**src/rtl/wb_burst_master_pkg.sv**
```systemverilog
// Shared types and constants for the Wishbone burst master.
package wb_burst_pkg;

  typedef enum logic [2:0] {
    S_INIT,
    S_IDLE,
    S_WFETCH,
    S_WBEAT,
    S_RBEAT
  } state_t;

  localparam logic [2:0] CTI_CLASSIC = 3'b000;
  localparam logic [2:0] CTI_INCR    = 3'b010;
  localparam logic [2:0] CTI_END     = 3'b111;

  // Cycle-type tag for a beat: single-beat commands use classic cycles,
  // longer bursts announce incrementing beats and flag the final one.
  function automatic logic [2:0] cti_for(input logic single, input logic last);
    if (single) return CTI_CLASSIC;
    if (last)   return CTI_END;
    return CTI_INCR;
  endfunction

endpackage

```
**src/rtl/wb_burst_master_ack_timeout.sv**
```systemverilog
// Watchdog for a strobed beat: raises expire on the TMO-th consecutive
// strobed cycle without an acknowledge.
module wb_ack_timeout #(
  parameter int TMO = 255
) (
  input  logic clk,
  input  logic rst,
  input  logic stb,
  input  logic ack,
  output logic expire
);

  localparam int CW = $clog2(TMO + 1);

  // tmo_cnt_q holds the number of already-elapsed unacknowledged cycles, so
  // the current cycle is the TMO-th when the count equals TMO-1.
  logic [CW-1:0] tmo_cnt_q, tmo_cnt_d;

  assign expire = stb && !ack && (tmo_cnt_q == CW'(TMO - 1));

  // Next count: restart on ack, idle strobe or abort; otherwise count up.
  always_comb begin
    // NOTE: default assignment first so every path drives the signal and no latch is inferred.
    tmo_cnt_d = tmo_cnt_q;
    if (!stb || ack || expire) tmo_cnt_d = '0;
    else                       tmo_cnt_d = tmo_cnt_q + 1'b1;
  end

  // Counter register with synchronous reset.
  always_ff @(posedge clk) begin
    // NOTE: non-blocking assignment so every flop samples pre-edge values.
    if (rst) tmo_cnt_q <= '0;
    else     tmo_cnt_q <= tmo_cnt_d;
  end

endmodule

```
**src/rtl/wb_burst_master.sv**
```systemverilog
// Wishbone B3 incrementing-burst master in front of the SDRAM controller.
// Takes one command at a time, streams write beats in or read beats out,
// and abandons a beat whose acknowledge never arrives.
module wb_burst_master
  import wb_burst_pkg::*;
#(
  parameter int DW     = 32,
  parameter int APP_AW = 26,
  parameter int LEN_W  = 8,
  parameter int TMO    = 255
) (
  input  logic                sys_clk,
  input  logic                wb_rst_i,
  input  logic                sdr_init_done,
  input  logic                cmd_valid,
  output logic                cmd_ready,
  input  logic                cmd_we,
  input  logic [APP_AW-1:0]   cmd_addr,
  input  logic [LEN_W-1:0]    cmd_len,
  input  logic [DW/8-1:0]     cmd_sel,
  input  logic [DW-1:0]       wr_data,
  input  logic                wr_valid,
  output logic                wr_ready,
  output logic [DW-1:0]       rd_data,
  output logic                rd_valid,
  output logic                wb_cyc_i,
  output logic                wb_stb_i,
  output logic                wb_we_i,
  output logic [APP_AW-1:0]   wb_addr_i,
  output logic [DW-1:0]       wb_dat_i,
  output logic [DW/8-1:0]     wb_sel_i,
  output logic [2:0]          wb_cti_i,
  input  logic                wb_ack_o,
  input  logic [DW-1:0]       wb_dat_o,
  output logic                busy,
  output logic                timeout_err
);

  localparam int                SW   = DW / 8;
  localparam logic [APP_AW-1:0] STEP = APP_AW'(SW);

  state_t              state_q, state_d;
  logic [APP_AW-1:0]   addr_q, addr_d;
  logic [LEN_W-1:0]    len_q, len_d;
  logic [LEN_W-1:0]    beat_q, beat_d;
  logic [SW-1:0]       sel_q, sel_d;
  logic                we_q, we_d;
  logic [DW-1:0]       dat_q, dat_d;
  logic                cyc_q, cyc_d;
  logic                stb_q, stb_d;
  logic [2:0]          cti_q, cti_d;
  logic [DW-1:0]       rd_data_q, rd_data_d;
  logic                rd_valid_q, rd_valid_d;
  logic                tmo_err_q, tmo_err_d;
  logic                cmd_ready_q, cmd_ready_d;
  logic                wr_ready_q, wr_ready_d;
  logic                busy_q, busy_d;

  logic                expire;
  logic                ack_v;
  logic                cmd_fire;
  logic                wr_fire;
  logic                last_beat;
  logic [LEN_W-1:0]    beat_nxt;

  // An ack only counts while a beat is actually strobed.
  assign ack_v     = wb_ack_o && stb_q;
  assign cmd_fire  = cmd_valid && cmd_ready_q;
  assign wr_fire   = wr_valid && wr_ready_q;
  assign last_beat = (beat_q == len_q);
  assign beat_nxt  = beat_q + LEN_W'(1);

  wb_ack_timeout #(.TMO(TMO)) u_ack_timeout (
    .clk    (sys_clk),
    .rst    (wb_rst_i),
    .stb    (stb_q),
    .ack    (ack_v),
    .expire (expire)
  );

  // State register.
  always_ff @(posedge sys_clk) begin
    if (wb_rst_i) state_q <= S_INIT;
    else          state_q <= state_d;
  end

  // Next-state logic; a pending command wins over a late init drop because
  // cmd_ready was already shown to the requester this cycle.
  always_comb begin
    state_d = state_q;
    unique case (state_q)
      S_INIT:   if (sdr_init_done) state_d = S_IDLE;
      S_IDLE: begin
        if (cmd_fire)           state_d = cmd_we ? S_WFETCH : S_RBEAT;
        else if (!sdr_init_done) state_d = S_INIT;
      end
      S_WFETCH: if (wr_fire) state_d = S_WBEAT;
      S_WBEAT: begin
        if (ack_v)       state_d = last_beat ? S_IDLE : S_WFETCH;
        else if (expire) state_d = S_IDLE;
      end
      S_RBEAT:  if ((ack_v && last_beat) || expire) state_d = S_IDLE;
      default:  state_d = S_INIT;
    endcase
  end

  // Output and datapath next values; handshake readies follow the next state
  // so that they are registered yet valid in the cycle the state is entered.
  always_comb begin
    addr_d      = addr_q;
    len_d       = len_q;
    beat_d      = beat_q;
    sel_d       = sel_q;
    we_d        = we_q;
    dat_d       = dat_q;
    cyc_d       = cyc_q;
    stb_d       = stb_q;
    cti_d       = cti_q;
    rd_data_d   = rd_data_q;
    rd_valid_d  = 1'b0;
    tmo_err_d   = 1'b0;
    cmd_ready_d = (state_d == S_IDLE);
    wr_ready_d  = (state_d == S_WFETCH);
    busy_d      = (state_d != S_IDLE);

    unique case (state_q)
      S_IDLE: begin
        if (cmd_fire) begin
          addr_d = cmd_addr;
          len_d  = cmd_len;
          sel_d  = cmd_sel;
          we_d   = cmd_we;
          beat_d = '0;
          cyc_d  = 1'b1;
          stb_d  = !cmd_we;
          cti_d  = cti_for(cmd_len == '0, cmd_len == '0);
        end
      end
      S_WFETCH: begin
        if (wr_fire) begin
          dat_d = wr_data;
          stb_d = 1'b1;
        end
      end
      S_WBEAT, S_RBEAT: begin
        if (ack_v) begin
          if (state_q == S_RBEAT) begin
            rd_data_d  = wb_dat_o;
            rd_valid_d = 1'b1;
          end
          if (last_beat) begin
            cyc_d = 1'b0;
            stb_d = 1'b0;
            cti_d = CTI_CLASSIC;
          end else begin
            addr_d = addr_q + STEP;
            beat_d = beat_nxt;
            cti_d  = cti_for(len_q == '0, beat_nxt == len_q);
            // Writes drop strobe until the next data word is fetched.
            if (state_q == S_WBEAT) stb_d = 1'b0;
          end
        end else if (expire) begin
          cyc_d     = 1'b0;
          stb_d     = 1'b0;
          cti_d     = CTI_CLASSIC;
          tmo_err_d = 1'b1;
        end
      end
      default: ;
    endcase
  end

  // Output and datapath registers; reset clears everything, abandoning any burst.
  always_ff @(posedge sys_clk) begin
    if (wb_rst_i) begin
      addr_q      <= '0;
      len_q       <= '0;
      beat_q      <= '0;
      sel_q       <= '0;
      we_q        <= 1'b0;
      dat_q       <= '0;
      cyc_q       <= 1'b0;
      stb_q       <= 1'b0;
      cti_q       <= CTI_CLASSIC;
      rd_data_q   <= '0;
      rd_valid_q  <= 1'b0;
      tmo_err_q   <= 1'b0;
      cmd_ready_q <= 1'b0;
      wr_ready_q  <= 1'b0;
      busy_q      <= 1'b0;
    end else begin
      addr_q      <= addr_d;
      len_q       <= len_d;
      beat_q      <= beat_d;
      sel_q       <= sel_d;
      we_q        <= we_d;
      dat_q       <= dat_d;
      cyc_q       <= cyc_d;
      stb_q       <= stb_d;
      cti_q       <= cti_d;
      rd_data_q   <= rd_data_d;
      rd_valid_q  <= rd_valid_d;
      tmo_err_q   <= tmo_err_d;
      cmd_ready_q <= cmd_ready_d;
      wr_ready_q  <= wr_ready_d;
      busy_q      <= busy_d;
    end
  end

  assign cmd_ready   = cmd_ready_q;
  assign wr_ready    = wr_ready_q;
  assign rd_data     = rd_data_q;
  assign rd_valid    = rd_valid_q;
  assign wb_cyc_i    = cyc_q;
  assign wb_stb_i    = stb_q;
  assign wb_we_i     = we_q;
  assign wb_addr_i   = addr_q;
  assign wb_dat_i    = dat_q;
  assign wb_sel_i    = sel_q;
  assign wb_cti_i    = cti_q;
  assign busy        = busy_q;
  assign timeout_err = tmo_err_q;

endmodule

```
**config.mk**
```make
export PLATFORM = sky130hd
export DESIGN_NAME = wb_burst_master
export DESIGN_NICKNAME = d
export VERILOG_FILES = /design/src/rtl/wb_burst_master_pkg.sv /design/src/rtl/wb_burst_master_ack_timeout.sv /design/src/rtl/wb_burst_master.sv
export SDC_FILE = /design/constraint.sdc
export NUM_CORES = 1
export LEC_CHECK = 0
export BUFFER_PORTS_ARGS = -buffer_cell sky130_fd_sc_hd__buf_2
export CAP_MARGIN = 25
export CORE_UTILIZATION = 49
export DETAILED_ROUTE_END_ITERATION = 6
export PLACE_DENSITY_LB_ADDON = 0.05
export SLEW_MARGIN = 20
export SYNTH_ARGS = -nofsm -noshare
export SYNTH_HDL_FRONTEND = slang
export SYNTH_SLANG_ARGS = --single-unit
```
**constraint.sdc**
```tcl
create_clock -name sys_clk -period 2.3 [get_ports sys_clk]
set_input_delay 0.46 -clock sys_clk [delete_from_list [all_inputs] [get_ports sys_clk]]
set_output_delay 0.46 -clock sys_clk [all_outputs]
set_load 0.01 [all_outputs]
```
After elaboration in Yosys (flattened, before gate mapping)
Cells that the tools add are included.
W data, S select, Z words.
{"block": "totals", "register_bits": 132, "in_bits": 109, "output_inout_bits": 105, "word_cells": 126}
{"block": "classes", "addsub": 3, "n_eq_ne": 17, "mux": 59, "bitwise_logic": 2, "reduce_logical": 28}
{"operator": "$mux W26", "n": 3}
{"operator": "$mux W3", "n": 20}
{"operator": "$pmux W26 S2", "n": 1}
{"operator": "$add A26 B3 Y26 const B", "n": 1}
{"operator": "$mux W1", "n": 26}
{"operator": "$mux W8", "n": 3}
{"operator": "$add A8 B1 Y8 const B", "n": 2}
{"operator": "$eq A8 B8 Y1", "n": 2}
{"operator": "$logic_not A8 Y1", "n": 2}
{"operator": "$pmux W8 S2", "n": 1}
{"operator": "$pmux W3 S5", "n": 1}
{"operator": "$eq A3 B2 Y1 const B", "n": 3}
{"operator": "$eq A8 B8 Y1 const B", "n": 1}
{"operator": "$ne A2 B2 Y1 const B", "n": 4}
{"operator": "$reduce_and A4 Y1", "n": 2}
{"operator": "$eq A3 B1 Y1 const B", "n": 2}
{"operator": "$logic_and A1 B1 Y1", "n": 6}
{"operator": "$ne A3 B3 Y1 const B", "n": 2}
{"operator": "$pmux W3 S2", "n": 1}
{"operator": "$reduce_and A3 Y1", "n": 2}
{"operator": "$reduce_or A3 Y1", "n": 2}
{"operator": "$reduce_and A5 Y1", "n": 1}
{"operator": "$ne A4 B4 Y1 const B", "n": 1}
{"operator": "$reduce_and A2 Y1", "n": 2}
{"operator": "other kinds (12)", "n": 18}

Logic depth before layout (Yosys ltp)
{"block": "logic_depth", "depth_word": 14, "ltp_mapped": 9, "depth_no_buf": 8}

Modules after synthesis
Synthesis repeated with hierarchy kept, for this count alone.
{"block": "hier_totals", "cells_unflattened": 765, "area_unflattened_um2": 6013.3}
{"mod": "wb_burst_master", "n_inst": 1, "cells_each": 723, "area_per_inst_um2": 5632.9, "seq_area_each_um2": 2462.4}
{"mod": "wb_ack_timeout", "n_inst": 1, "cells_each": 42, "area_per_inst_um2": 380.4, "seq_area_each_um2": 160.2}

Worst setup path before layout
Ideal clock, no wire load.
{"block": "synth_path", "path_kind": "reg2reg", "startpoint": "register addr_q[2] (netlist: wb_addr_i[2])", "endpoint": "register addr_q[24] (netlist: wb_addr_i[24])", "setup_ps": 128, "t_arrival_ps": 2130, "t_required_ps": 2172, "setup_slack_ps": 43, "stages_incl_launch_ff": 8, "n_path_buf": 0, "synth_period_minus_slack_ps": 2257, "path_cell_list": "dfxtp_1 ha_1 nand3_1 or3_4 or2_4 or4b_1 a32oi_1 nor2_1"}
{"block": "synth_between", "elab_chain_cells": 4}
{"element": "start: declaration", "line": "wb_burst_master.sv:43", "rtl": "logic [APP_AW-1:0] addr_q, addr_d;"}
{"element": "start signal: assignment", "line": "wb_burst_master.sv:192", "rtl": "addr_q <= addr_d;"}
{"element": "$add A26 B3 Y26", "line": "wb_burst_master.sv:156", "rtl": "addr_d = addr_q + STEP;"}
{"element": "$mux W26", "line": "wb_burst_master.sv:151", "rtl": "if (last_beat) begin"}
{"element": "$mux W26", "line": "wb_burst_master.sv:146", "rtl": "if (ack_v) begin"}
{"element": "$pmux W26 S2", "line": "wb_burst_master.sv:126", "rtl": "unique case (state_q)"}
No other way between the ends. The select of a mux whose other input is x is not followed.
A chain may end at the register's enable or synchronous reset.

Worst setup path after layout
Same ends and word-level chain as after synthesis.

==> run_results.csv <==
group,metric,value,unit
timing,setup_tns,0,ns
route,detail_route.wl_per_cell,14.17,um
status,status,"completed",
timing,maxSlewViolCount,0,
yosys,synth.top_cell.area_share,45.39,%
power_and_ir_drop,power.leakage,3.237,nW
timing,slew_headroom,55.01,%
clock_network,clock-root-buffer,"clkbuf_16",
clock_network,post-cts-setup-buffer-count,0,
timing,fmax,0.4600,GHz
cells_and_area,area_growth,32.70,%
placement,gp_congestion,0.8934,
yosys,synthArstFlopShare,0,%
critical_path,setup.worst_path.end_class,"flip-flop",
critical_path,path_cells,"ha_1 -> nand3_1 -> or3_4 -> or2_4 -> or4b_1 -> a32oi_1 -> nor2_1",
floorplan,core_region_area,0.01147,mm^2
yosys,cell_area_after_synthesis,0.005778,mm^2
timing,final_hold_viol_count,0,
timing,setup_viol_count_final,0,
grt,grt_max_degree,34,
critical_path,worst_path_largest_cell_delay,0.48,ns
critical_path,worst_ep_required_time,2.60,ns
critical_path,worst-path-max-fanout,5,
cells_and_area,drive_above_1_share,28.91,%
clock_network,clock-sinks,131,
route,via_count_normalized_by_instance_count,5.350,
clock_network,cts_tree,"yes",
timing,whs,0.2801,ns
timing,final_min_period_over_clock_period,94.52,%
cells_and_area,antennaDiodeCount,0,
route,drt.antenna.violating_nets,0,
timing,skew,0.006520,ns
clock_network,htree_num_levels,4,
critical_path,worstPathArrival,2.47,ns
clock_network,numCtsBuffers,17,
clock_network,clk_transition_reported_paths,0.06,ns
floorplan,initial_utilization,50.39,%
yosys,yosysWarnings,0,
route,drtPass1Iterations,4,
clock_network,clock_path_buffers,2,
route,drt_drc_violations_left,0,
power_and_ir_drop,pwr_density_cell,685.9,mW/mm^2
floorplan,pin_count,214,
critical_path,regToRegSetupSlack,0.13,ns
floorplan,dieArea,0.01223,mm^2
timing,period_needed,2.174,ns
grt,grt_pass1_wl,26400,um
critical_path,timing.setup.critical_path_class,"reg2reg",
yosys,number_of_cells_produced_by_synthesis,755,
yosys,synth.avg_cell_area,7.653,um^2
placement,detailedPlacementHpwl,11390,um
power_and_ir_drop,power.ir.vdd_worst,561.4,uV
grt,grt_antenna_before_repair,0,
yosys,synth_sequential_area_ratio,45.39,%
yosys,yosys-top-cells-area,"dfxtp_1 45%, nand2_1 14%, a21oi_1 10%, nor2_1 3.2%, clkbuf_1 2.4%",
timing,timing_worst_slew_pin_value,0.6748,ns
cells_and_area,num-fill-cells,1022,
timing,rsz0062_at_grt,"no",
job,max-cap-violations,0,
cells_and_area,fin_nets,1080,
critical_path,cp_slowest_cell,"or4b_1",
yosys,synth.ff_latch_count,131,
placement,port_buffers,213,
route,drtIter0Drc,336,
clock_network,hold_buffers,0,
yosys,largest_area_contributor_in_the_synthesized_netlist,"dfxtp_1",
yosys,netlist-cell-type-count,55,
power_and_ir_drop,total_power,0.005259,W
critical_path,timing.critical_path.from_type,"flip-flop",
clock_network,cts.repair.resized,0,
grt,number_of_global_route_vias_before_repair,5613,
grt,grt_overflow_total,0,
route,final_wirelength,15900,um
yosys,synth_ff_type,"dfxtp_1",
floorplan,std_cell_rows,39,
yosys,mappedNetlistNets,868,
grt,global_route.usage.total,26.64,%
yosys,synth_edf_count,0,
min_path,hold_class,"in2reg",
floorplan,chip_width,110.6,um
floorplan,die_h,110.6,um
clock_network,insertion_delay,0.41,ns
route,num_vias,6003,
==> stage by stage <==
step | instances | utilization [%] | cell area (um^2) | setup WS [ns]
4_1_cts | 1122 | 66.86 | 7667 | 0.1009
5_1_grt | 1122 | 66.86 | 7667 | 0.002758
2_1_floorplan | 755 | - | 5778 | 0.04252
3_3_place_gp | 1091 | 61.68 | 7073 | 0.1779
3_5_place_dp | 1091 | 61.68 | 7073 | 0.1098
6_report | 1122 | 66.86 | 7667 | 0.1261
==> path summary, 6_finish.rpt <==
check                                                  end  cells past startpoint                       from
worst max register to register  wb_addr_i[24]$_SDFFE_PP0P_                      7  wb_addr_i[2]$_SDFFE_PP0P_
worst min-delay path              rd_data[15]$_SDFFE_PP0P_                      3               wb_dat_o[15]
worst min register to register   wb_dat_i[13]$_SDFFE_PP0P_                      2  wb_dat_i[13]$_SDFFE_PP0P_
worst max-delay path            wb_addr_i[24]$_SDFFE_PP0P_                      7  wb_addr_i[2]$_SDFFE_PP0P_
==> kinds of logic (layout without fill, tap and decap cells) <==
kind of cell,Yosys count,in the layout,synth area share (%)
xor+xnor,25,25,3.790
compound gates,187,187,18.28
buf+inv,52,276,3.768
flops,131,131,45.39
fa+ha+maj,4,4,0.8662
mux,2,2,0.3681
simple gates,354,354,27.54
==> critical path, delay by kind of cell (launching register included) <==
kind | cells | cell delay [ns]
adders and majority gates | 1 | 0.17
DFF | 1 | 0.33
AOI/OAI and AO/OA | 1 | 0.21
and+or+nand+nor | 5 | 1.35
==> sequential cells by signal, summed over array words and instances (netlist names) <==
signal,cells
wb_addr_i,26
beat_q,8
wb_stb_i,1
busy,1
wb_sel_i,4
wb_cyc_i,1
len_q,8
u_ack_timeout.tmo_cnt_q,8
rd_data,32
wb_we_i,1
wb_dat_i,32
timeout_err,1
state_q,3
cmd_ready,1
rd_valid,1
wb_cti_i,2
wr_ready,1
==> layer usage <==
layer	up-vias	global-route usage, %	wire [um]
li1	3014	-	-
met1	2748	33.74	7116
met2	208	43.23	7481
met3	33	6.037	848
met4	0	12.00	454
met5	-	0	0
==> cell usage in the layout, fill, tap and decap left out, types with 4 or more instances in the layout <==
master | Yosys | final
nand2_1 | 215 | 215
buf_2 | 9 | 212
dfxtp_1 | 131 | 131
a21oi_1 | 119 | 119
nor2_1 | 49 | 47
buf_4 | 3 | 30
o21ai_0 | 26 | 26
nand3_1 | 17 | 17
clkbuf_16 | 0 | 17
xor2_1 | 13 | 13
xnor2_1 | 12 | 12
nand2b_1 | 11 | 11
and3_1 | 8 | 8
nor4_1 | 8 | 8
o31ai_1 | 8 | 8
nand4_1 | 7 | 7
a211oi_1 | 7 | 7
nor3_1 | 9 | 7
nor3b_1 | 5 | 5
a31oi_1 | 5 | 5
o22ai_1 | 5 | 5
or3_1 | 4 | 4
and2_1 | 4 | 4
ha_1 | 4 | 4
clkinvlp_4 | 0 | 4
==> final cells by class <==
class | count | area, um^2 | area share [%]
clock buffer | 22 | 464.2 | 6.054
clock inverter | 9 | 130.1 | 1.697
inverter | 2 | 7.507 | 0.09791
multi-input combinational | 572 | 2958 | 38.58
sequential | 131 | 2623 | 34.20
tap | 143 | 178.9 | 2.334
timing repair buffer | 243 | 1306 | 17.04
==> power by group <==
part           internal [W]  switching (W)
combinational      0.000123       0.000136
clock               0.00175       0.000945
sequential          0.00229      0.0000182
==> Yosys cell counts, types with 3 or more instances <==
cell type / count
xnor2_1: 12
nor3b_1: 5
dfxtp_1: 131
o32ai_1: 3
nand2_1: 215
o31ai_1: 8
a211oi_1: 7
a31oi_1: 5
nand2b_1: 11
nand4_1: 7
and3_1: 8
o22ai_1: 5
nand3_1: 17
a21oi_1: 119
buf_2: 9
xor2_1: 13
or3_1: 4
nor2_1: 49
buf_4: 3
clkbuf_1: 37
and2_1: 4
o21ai_0: 26
nor4_1: 8
nor3_1: 9
ha_1: 4
No activity file was read; power rests on OpenSTA's default activity.
